--- src/rtl/seven_seg_pkg.sv ---
// seven_seg_pkg
// Shared constants for the seven-segment digit driver:
//   - active-high segment font for hex digits 0-F, ordered {g,f,e,d,c,b,a}
//   - SEG_BLANK (all segments off, active-high)
//   - active-low anode codes for the four digits and the all-off code
//   - a helper that maps an anode pattern to a digit index plus a valid flag
package seven_seg_pkg;

    localparam logic [6:0] SEG_0     = 7'h3F;
    localparam logic [6:0] SEG_1     = 7'h06;
    localparam logic [6:0] SEG_2     = 7'h5B;
    localparam logic [6:0] SEG_3     = 7'h4F;
    localparam logic [6:0] SEG_4     = 7'h66;
    localparam logic [6:0] SEG_5     = 7'h6D;
    localparam logic [6:0] SEG_6     = 7'h7D;
    localparam logic [6:0] SEG_7     = 7'h07;
    localparam logic [6:0] SEG_8     = 7'h7F;
    localparam logic [6:0] SEG_9     = 7'h6F;
    localparam logic [6:0] SEG_A     = 7'h77;
    localparam logic [6:0] SEG_B     = 7'h7C;
    localparam logic [6:0] SEG_C     = 7'h39;
    localparam logic [6:0] SEG_D     = 7'h5E;
    localparam logic [6:0] SEG_E     = 7'h79;
    localparam logic [6:0] SEG_F     = 7'h71;
    localparam logic [6:0] SEG_BLANK = 7'h00;

    localparam logic [3:0] AN_D0  = 4'b1110;
    localparam logic [3:0] AN_D1  = 4'b1101;
    localparam logic [3:0] AN_D2  = 4'b1011;
    localparam logic [3:0] AN_D3  = 4'b0111;
    localparam logic [3:0] AN_OFF = 4'b1111;

    typedef struct packed {
        logic       valid;
        logic [1:0] idx;
    } digit_sel_t;

    // Only the four one-hot-low codes select a digit; every other pattern
    // (no zero, several zeros) is reported as invalid.
    function automatic digit_sel_t anode_to_digit(input logic [3:0] an);
        digit_sel_t sel;
        sel.valid = 1'b1;
        sel.idx   = 2'd0;
        case (an)
            AN_D0:   sel.idx = 2'd0;
            AN_D1:   sel.idx = 2'd1;
            AN_D2:   sel.idx = 2'd2;
            AN_D3:   sel.idx = 2'd3;
            default: sel.valid = 1'b0;
        endcase
        return sel;
    endfunction

endpackage

--- src/rtl/seven_seg_digit_driver_hex_to_seg.sv ---
// hex_to_seg
// Purely combinational hex font lookup. Output is active-high; the parent
// applies board polarity.
// Ports:
//   nibble  in  4  hex digit to display
//   font    out 7  segments {g,f,e,d,c,b,a}, 1 = segment lit
module hex_to_seg
    import seven_seg_pkg::*;
(
    input  logic [3:0] nibble,
    output logic [6:0] font
);

    always_comb begin
        font = SEG_BLANK;
        case (nibble)
            4'h0: font = SEG_0;
            4'h1: font = SEG_1;
            4'h2: font = SEG_2;
            4'h3: font = SEG_3;
            4'h4: font = SEG_4;
            4'h5: font = SEG_5;
            4'h6: font = SEG_6;
            4'h7: font = SEG_7;
            4'h8: font = SEG_8;
            4'h9: font = SEG_9;
            4'hA: font = SEG_A;
            4'hB: font = SEG_B;
            4'hC: font = SEG_C;
            4'hD: font = SEG_D;
            4'hE: font = SEG_E;
            4'hF: font = SEG_F;
            default: font = SEG_BLANK;
        endcase
    end

endmodule

--- src/rtl/seven_seg_digit_driver.sv ---
// seven_seg_digit_driver
// Follows an external 4-digit anode scanner: picks the nibble of the
// displayed value belonging to the currently active digit, hex-decodes it and
// drives registered cathodes together with a registered copy of the anode.
// New values are staged and only committed when the scan enters digit 0, so a
// frame never shows a mix of old and new digits.
//
// Optional build macro: LEADING_ZERO_BLANK_EN
//   defined   - digits 3..1 go blank while they and all higher nibbles are 0
//   undefined - every digit always shows its hex value
//
// Parameters:
//   RESET_VALUE     value displayed from reset until the first commit
//   SEG_ACTIVE_LOW  1 = seg/dp low-true, 0 = high-true (an_out always low-true)
// Ports:
//   clock       in  1   system clock, rising edge
//   reset       in  1   asynchronous reset, active low
//   anode       in  4   scanner anode, active-low one-hot
//   value       in  16  display value, nibble i on digit i
//   dp_in       in  4   decimal point enables, 1 = lit
//   load        in  1   request to stage value
//   busy        out 1   a staged value is waiting for the next frame
//   load_ack    out 1   one-cycle pulse when the staged value commits
//   frame_tick  out 1   one-cycle pulse per frame boundary
//   an_out      out 4   registered anode, active low
//   seg         out 7   cathodes {g,f,e,d,c,b,a}
//   dp          out 1   decimal point cathode
module seven_seg_digit_driver
    import seven_seg_pkg::*;
#(
    parameter logic [15:0] RESET_VALUE    = 16'h0000,
    parameter bit          SEG_ACTIVE_LOW = 1'b1
) (
    input  logic        clock,
    input  logic        reset,
    input  logic [3:0]  anode,
    input  logic [15:0] value,
    input  logic [3:0]  dp_in,
    input  logic        load,
    output logic        busy,
    output logic        load_ack,
    output logic        frame_tick,
    output logic [3:0]  an_out,
    output logic [6:0]  seg,
    output logic        dp
);

    localparam logic [6:0] SEG_OFF = SEG_ACTIVE_LOW ? ~SEG_BLANK : SEG_BLANK;
    localparam logic       DP_OFF  = SEG_ACTIVE_LOW;

    logic [3:0]  anode_q;
    logic [3:0]  prev_q;
    logic [15:0] disp_reg;
    logic [15:0] stage_reg;

    digit_sel_t  sel;
    logic        boundary;
    logic        commit;
    logic [3:0]  nibble;
    logic [6:0]  font;
    logic        lz_blank;
    logic [6:0]  seg_hi;
    logic        dp_hi;

    // Boundary is the first cycle the synchronised anode shows digit 0.
    // An invalid pattern can never equal AN_D0, so it never creates one.
    assign sel      = anode_to_digit(anode_q);
    assign boundary = (anode_q == AN_D0) && (prev_q != AN_D0);
    assign commit   = boundary && busy;
    assign nibble   = disp_reg[{sel.idx, 2'b00} +: 4];

    hex_to_seg u_font (
        .nibble (nibble),
        .font   (font)
    );

`ifdef LEADING_ZERO_BLANK_EN
    // A digit is a leading zero when it and every nibble above it are zero;
    // digit 0 always shows so that a value of zero still reads "0".
    always_comb begin
        lz_blank = 1'b0;
        case (sel.idx)
            2'd1:    lz_blank = (disp_reg[15:4]  == 12'h000);
            2'd2:    lz_blank = (disp_reg[15:8]  == 8'h00);
            2'd3:    lz_blank = (disp_reg[15:12] == 4'h0);
            default: lz_blank = 1'b0;
        endcase
    end
`else
    assign lz_blank = 1'b0;
`endif

    // Active-high next-state for the cathodes; dp ignores leading-zero blanking.
    always_comb begin
        seg_hi = SEG_BLANK;
        dp_hi  = 1'b0;
        if (sel.valid) begin
            seg_hi = lz_blank ? SEG_BLANK : font;
            dp_hi  = dp_in[sel.idx];
        end
    end

    // Input synchronisation, staging/commit handshake and the output
    // registers. A load on a commit cycle still wins the stage register,
    // because the commit reads the old stage_reg before it is overwritten.
    always_ff @(posedge clock or negedge reset) begin
        if (!reset) begin
            anode_q    <= AN_OFF;
            prev_q     <= AN_OFF;
            disp_reg   <= RESET_VALUE;
            stage_reg  <= 16'h0000;
            busy       <= 1'b0;
            load_ack   <= 1'b0;
            frame_tick <= 1'b0;
            an_out     <= AN_OFF;
            seg        <= SEG_OFF;
            dp         <= DP_OFF;
        end else begin
            anode_q    <= anode;
            prev_q     <= anode_q;
            frame_tick <= boundary;
            load_ack   <= commit;

            if (commit) begin
                disp_reg <= stage_reg;
            end

            if (load) begin
                stage_reg <= value;
                busy      <= 1'b1;
            end else if (commit) begin
                busy <= 1'b0;
            end

            an_out <= sel.valid ? anode_q : AN_OFF;
            seg    <= SEG_ACTIVE_LOW ? ~seg_hi : seg_hi;
            dp     <= dp_hi ^ SEG_ACTIVE_LOW;
        end
    end

endmodule

--- config.mk ---
export PLATFORM = sky130hd
export DESIGN_NAME = seven_seg_digit_driver
export DESIGN_NICKNAME = d
export VERILOG_FILES = /design/src/rtl/seven_seg_pkg.sv /design/src/rtl/seven_seg_digit_driver_hex_to_seg.sv /design/src/rtl/seven_seg_digit_driver.sv
export SDC_FILE = /design/constraint.sdc
export NUM_CORES = 1
export LEC_CHECK = 0
export CORE_MARGIN = 3
export CORE_UTILIZATION = 47
export DETAILED_ROUTE_END_ITERATION = 10
export GPL_TIMING_DRIVEN = 0
export PLACE_DENSITY = 0.75
export SLEW_MARGIN = 20
export SYNTH_ARGS = -nofsm -noshare
export SYNTH_HDL_FRONTEND = slang
export SYNTH_SLANG_ARGS = --single-unit
--- constraint.sdc ---
create_clock -name clock -period 2.4 [get_ports clock]
set_input_delay 0.6 -clock clock [delete_from_list [all_inputs] [get_ports clock]]
set_output_delay 0.6 -clock clock [all_outputs]
set_load 0.02 [all_outputs]
Word level (Yosys, flattened, before mapping)
Memory sizes are Yosys's and may differ from the RTL's.
Index checks and enable logic that the tools add are counted.
Cells by class
  order comparisons: 1
  equal/unequal tests: 5
  shift operators: 1
  muxes and demuxes: 9
  bitwise logic cells: 2
  reductions and logical operators: 4
Operators with widths (count)
  $shiftx 16x5->4: 1
  $eq 4x4->1 const B: 3
  $mux 7: 1
  $not 7->7: 1
  $pmux 2 s3: 1
  $mux 1: 5
  $eq 4x3->1 const B: 1
  $mux 4: 1
  $ne 4x4->1 const B: 1
  $reduce_or 4->1: 1
  $lt 2x3->1 const B: 1
  $bmux 1 s2: 1
  $logic_and 1x1->1: 2
  $reduce_bool 2->1: 1
  $not 1->1: 1
Word-level totals
  register bits: 55
  ROM bits: 112
  input bits: 27
  word-level logic and storage cells: 33
  memories kept: 1
Memory list
  (no name shown): depth 16, bits a word 7, read ports 1, clocked after memory_dff 0, wr ports 0, RTL line seven_seg_digit_driver_hex_to_seg.sv:16  | case (nibble)

Logic depth before layout (Yosys ltp)
  word-level depth: 6
  depth in mapped cells: 10

By module
A second synthesis with hierarchy kept.
Second synthesis, totals
  cell total of the unflattened synthesis: 183
  area, all modules: 2511.2 µm²
By module, submodules not included
  seven_seg_digit_driver: times used 1, cells each 150, area each 2228.4 µm²
  hex_to_seg: times used 1, cells each 33, area each 282.8 µm²

Worst setup path after synthesis
Ideal clock, no wire load.
  path kind: reg2reg
  start point: reg anode_q[1]
  end point: reg seg[3]
  arrival time: 2.239 ns
  required time: 2.336 ns
  setup slack: 0.097 ns
  cell stages (with the launch flop): 11
  path buffers: 1
  clock period less this slack: 2.303 ns
  path through: dfstp_2 -> buf_4 -> xor2_1 -> nand3_1 -> mux2_2 -> o221a_2 -> inv_1 -> ha_1 -> mux2i_1 -> mux2_2 -> nand2_1
On the way
  cells in the longest elaborated chain, start to end: 6
  elaborated cells on any way between the ends: 11
  those cells by class: eq/ne: 4; shift: 1; mux: 3; bitwise: 1; reduce/logical: 1; memory: 1
RTL lines
  from (decl): RTL line seven_seg_digit_driver.sv:51  | logic [3:0] anode_q;
  from (signal assigned): RTL line seven_seg_digit_driver.sv:119  | anode_q <= anode;
  $eq 4x3->1 / $eq 4x4->1 (equally long branches): RTL line seven_seg_pkg.sv:44  | case (an)
  $pmux 2 s3: RTL line seven_seg_pkg.sv:44
  $shiftx 16x5->4: RTL line seven_seg_digit_driver.sv:70  | assign nibble = disp_reg[{sel.idx, 2'b00} +: 4];
  $mem_v2 16x7
  $mux 7 (*): RTL line seven_seg_digit_driver.sv:97  | if (sel.valid) begin
  $not 7->7 (*): RTL line seven_seg_digit_driver.sv:136  | seg <= SEG_ACTIVE_LOW ? ~seg_hi : seg_hi;
  to (signal assigned): RTL line seven_seg_digit_driver.sv:136
  to (decl): RTL line seven_seg_digit_driver.sv:44  | output logic [6:0] seg,
Mark *: on every way between the ends. The rest lies on a longest branch, timed or not.
A chain may end at the register's enable or synchronous reset.

Worst setup path in the final report
  start point: reg anode_q[3]
  end point: reg seg[3]
Same word-level chain as after synthesis.

==> results by group <==
Worst setup path
  • Type of origin of the critical path: register
  • Levels on crit path: 9
  • Required time worst endpoint: 2650 ps
  • R2R Setup Slk: 80 ps
  • Reg-to-Reg End: seg[3]
  • Cell family with most CP delay: multiplexers
  • Reg2Reg Depth: 9
  • Reg2Reg Launch Point: anode_q[3]
  • Critical-path cell list: buf_6, xor2_2, nand3_2, mux2_4, o221a_4, ha_4, mux2i_1, mux2_4, nand2_2
  • Crit path arrival time: around 2600 ps
  • Kind of critical path: reg2reg
  • Worst Path Max Fanout: 8
  • Bufs and invs on worst path: 1
  • Max incr delay on CP: 550 ps
  • Most used cell, CP: mux2_4
  • CP max-delay cell: dfstp_2
  • Worst setup EP type: register

Synthesis
  • Post-synth EDFFs: 0
  • Post-Synthesis Cell Area: 2450 um^2
  • Synth Net Count: 205
  • Top FF cell, synth: dfrtp_1
  • Mapped Cells: roughly 170
  • #FFs+latches synth: 55
  • Async set-reset flop share out of synthesis: 1.00
  • Sequential fraction of the synthesis area: 0.572
  • Synthesized area per cell: between 10 and 15 um^2
  • Yosys cell types: 43
  • Yosys warnings: 0

Clock network
  • CTS tree: built
  • Clk root buf: clkbuf_8
  • Clk_lat worst skew: 300 ps
  • Clk buf depth: 2
  • Clk pin slew, worst setup/hold paths: about 90 ps
  • CTS Hold Bufs: 0
  • Clk sinks: 55
  • H-tree depth: 2
  • Num CTS Buffers: 5

Layout
  • Final layout net count: around 260
  • Most common cell after layout, fill and taps aside: clkdlybuf4s50_1
  • Share of cells above drive strength 1: 0.399
  • Final std cells w/o fill: 290
  • Most frequent cells in the layout: clkdlybuf4s50_1 (39), dfrtp_1 (35), mux2_2 (24)
  • Area growth syn-to-layout: 27.6%
  • Number of diodes: 0
  • Fin util: 0.641

Power and ir drop
  • VDD IR max: between 0.0003 and 0.0004 V
  • P per Cell Area: 722 nW/um^2
  • Final Power: approximately 2.3 mW
  • Pleak: 1.34 nW

GRT
  • Initial antenna violation count: 0
  • GR Overflow Total: 0
  • First-pass GRT wire length: 7.47 mm
  • Number of global-route vias before repair: 1549
  • Total track usage: 0.155
  • Largest net degree at the start of global routing: 56

Floorplan
  • DIE HEIGHT: 78.2 um
  • DIE WIDTH: around 78 um
  • Core ar.: 4880 um^2
  • FP Rows: 25
  • Initial core utilization: 0.502
  • Die area: 6110 um^2
  • I/O pin count: 42

Run
  • Max-Cap Viols: 0

Outcome
  • Status: completed

Detailed routing
  • Antenna Nets Post-Route: 0
  • Via-to-Cell Ratio: between 5 and 6
  • TritonRoute pass-1 iters: 4
  • Vias: 1466
  • WL final: between 4 and 5 mm
  • DR iter-0 viols: 54
  • Residual DRC: 0
  • Routed len/inst: 14.7 um

STA
  • Max Slew Vio Count: 0
  • Final period util: 0.968
  • Headroom to the max-slew limit: 0.564
  • Slew @ Worst Pin: 655 ps
  • Setup violators final: 0
  • RSZ-0062 raised after global routing: true
  • Clock Skew: 9.90 ps
  • Final min period: 2320 ps
  • Final hold vios: 0
  • FMAX: 431 MHz

Placement
  • Final HPWL DP: 3.00 mm
  • GPL Wtd Cong: 0.874
  • Port bufs: 40
  • Placed insts: 279

Hold path
  • Worst min path class: in2async
worst max-delay path by stage:
| stage | slack [ps] | startpoint | to |
|---|---|---|---|
| finish | 80 | anode_q[3] | seg[3] |
| floorplan | 100 | anode_q[1] | seg[3] |
| detailed placement | -180 | anode_q[1] | seg[3] |
| global route | -30 | anode_q[3] | seg[3] |
| global placement | -840 | reset | stage_reg[12] |
| CTS | 30 | anode_q[1] | seg[3] |
logic make-up after synthesis:
kind of cell,after synthesis,share of synthesized area
AOI/OAI and AO/OA,22,0.0848
adders and majority gates,7,0.0347
buffers and inverters,14,0.0281
and+or+nand+nor,31,0.0735
muxes,42,0.203
xor gates and xnor gates,1,0.00358
DFF,55,0.572
layer usage:
layer	track usage	routed length [um]	share of wire
met5	0	0	0
met4	0.0524	57	0.013
met3	0.0275	160	0.038
met2	0.265	2220	0.52
met1	0.198	1810	0.43
power by group:
part           internal [mW]  switching (mW)
clock                  0.232           0.274
combinational          0.334           0.264
sequential              1.07          0.0825
worst register-to-register path, cell delays in order, from the launching register on:
cell and delay, ps:
dfstp_2 550, buf_6 130, xor2_2 150, nand3_2 140, mux2_4 340, o221a_4 310
ha_4 280, mux2i_1 60, mux2_4 260, nand2_2 60
through the flow:
| stage | setup TNS (ps) | setup slack (ps) | instance area, um^2 | hold slack [ps] |
|---|---|---|---|---|
| global route | -30.2 | -30.2 | 3130 | 373 |
| finish | 0 | 77.3 | 3130 | 328 |
| global placement | -34940 | -839 | 2930 | 361 |
| detailed placement | -309 | -176 | 2930 | 359 |
| CTS | 0 | 26.6 | 3070 | 353 |
| floorplan | 0 | 97.0 | 2450 | 304 |
cell type report:
cell class                      count  area, um^2
Clock inverter                      1        3.75
Fill cell                         413        1750
Clock buffer                        7        86.3
Buffer                              5        35.0
Sequential cell                    55        1400
Multi-Input combinational cell    103        1060
Timing Repair Buffer               44         428
Tap cell                           67        83.8
Inverter                            8        32.5
cell usage after synthesis (2+ instances only):
cell      instances  share of area
mux2_2           26           0.12
or2_2             2         0.0051
nand2b_1          3         0.0077
ha_1              6          0.031
dfstp_2          20           0.21
nor2_1            3         0.0046
buf_4             2         0.0061
nand3b_1          3         0.0092
o221ai_1          4          0.014
nand2_1           7          0.011
a21oi_1           3         0.0061
o21bai_1          2         0.0061
o221a_2           2         0.0092
nand3_1           5          0.010
dfrtp_1          35           0.36
mux2i_1           7          0.029
mux2_4            9          0.055
inv_1             8          0.012
repair_timing:
action | in CTS | in global routing
pin swaps | 0 | 3
buffers inserted | 1 | 3
gates resized for setup | 8 | 9
hold endpoints to repair | 0 | 0
endpoints found under the setup margin | 5 | 4
gates cloned | 0 | 0
No activity file was read; power rests on OpenSTA's default activity.
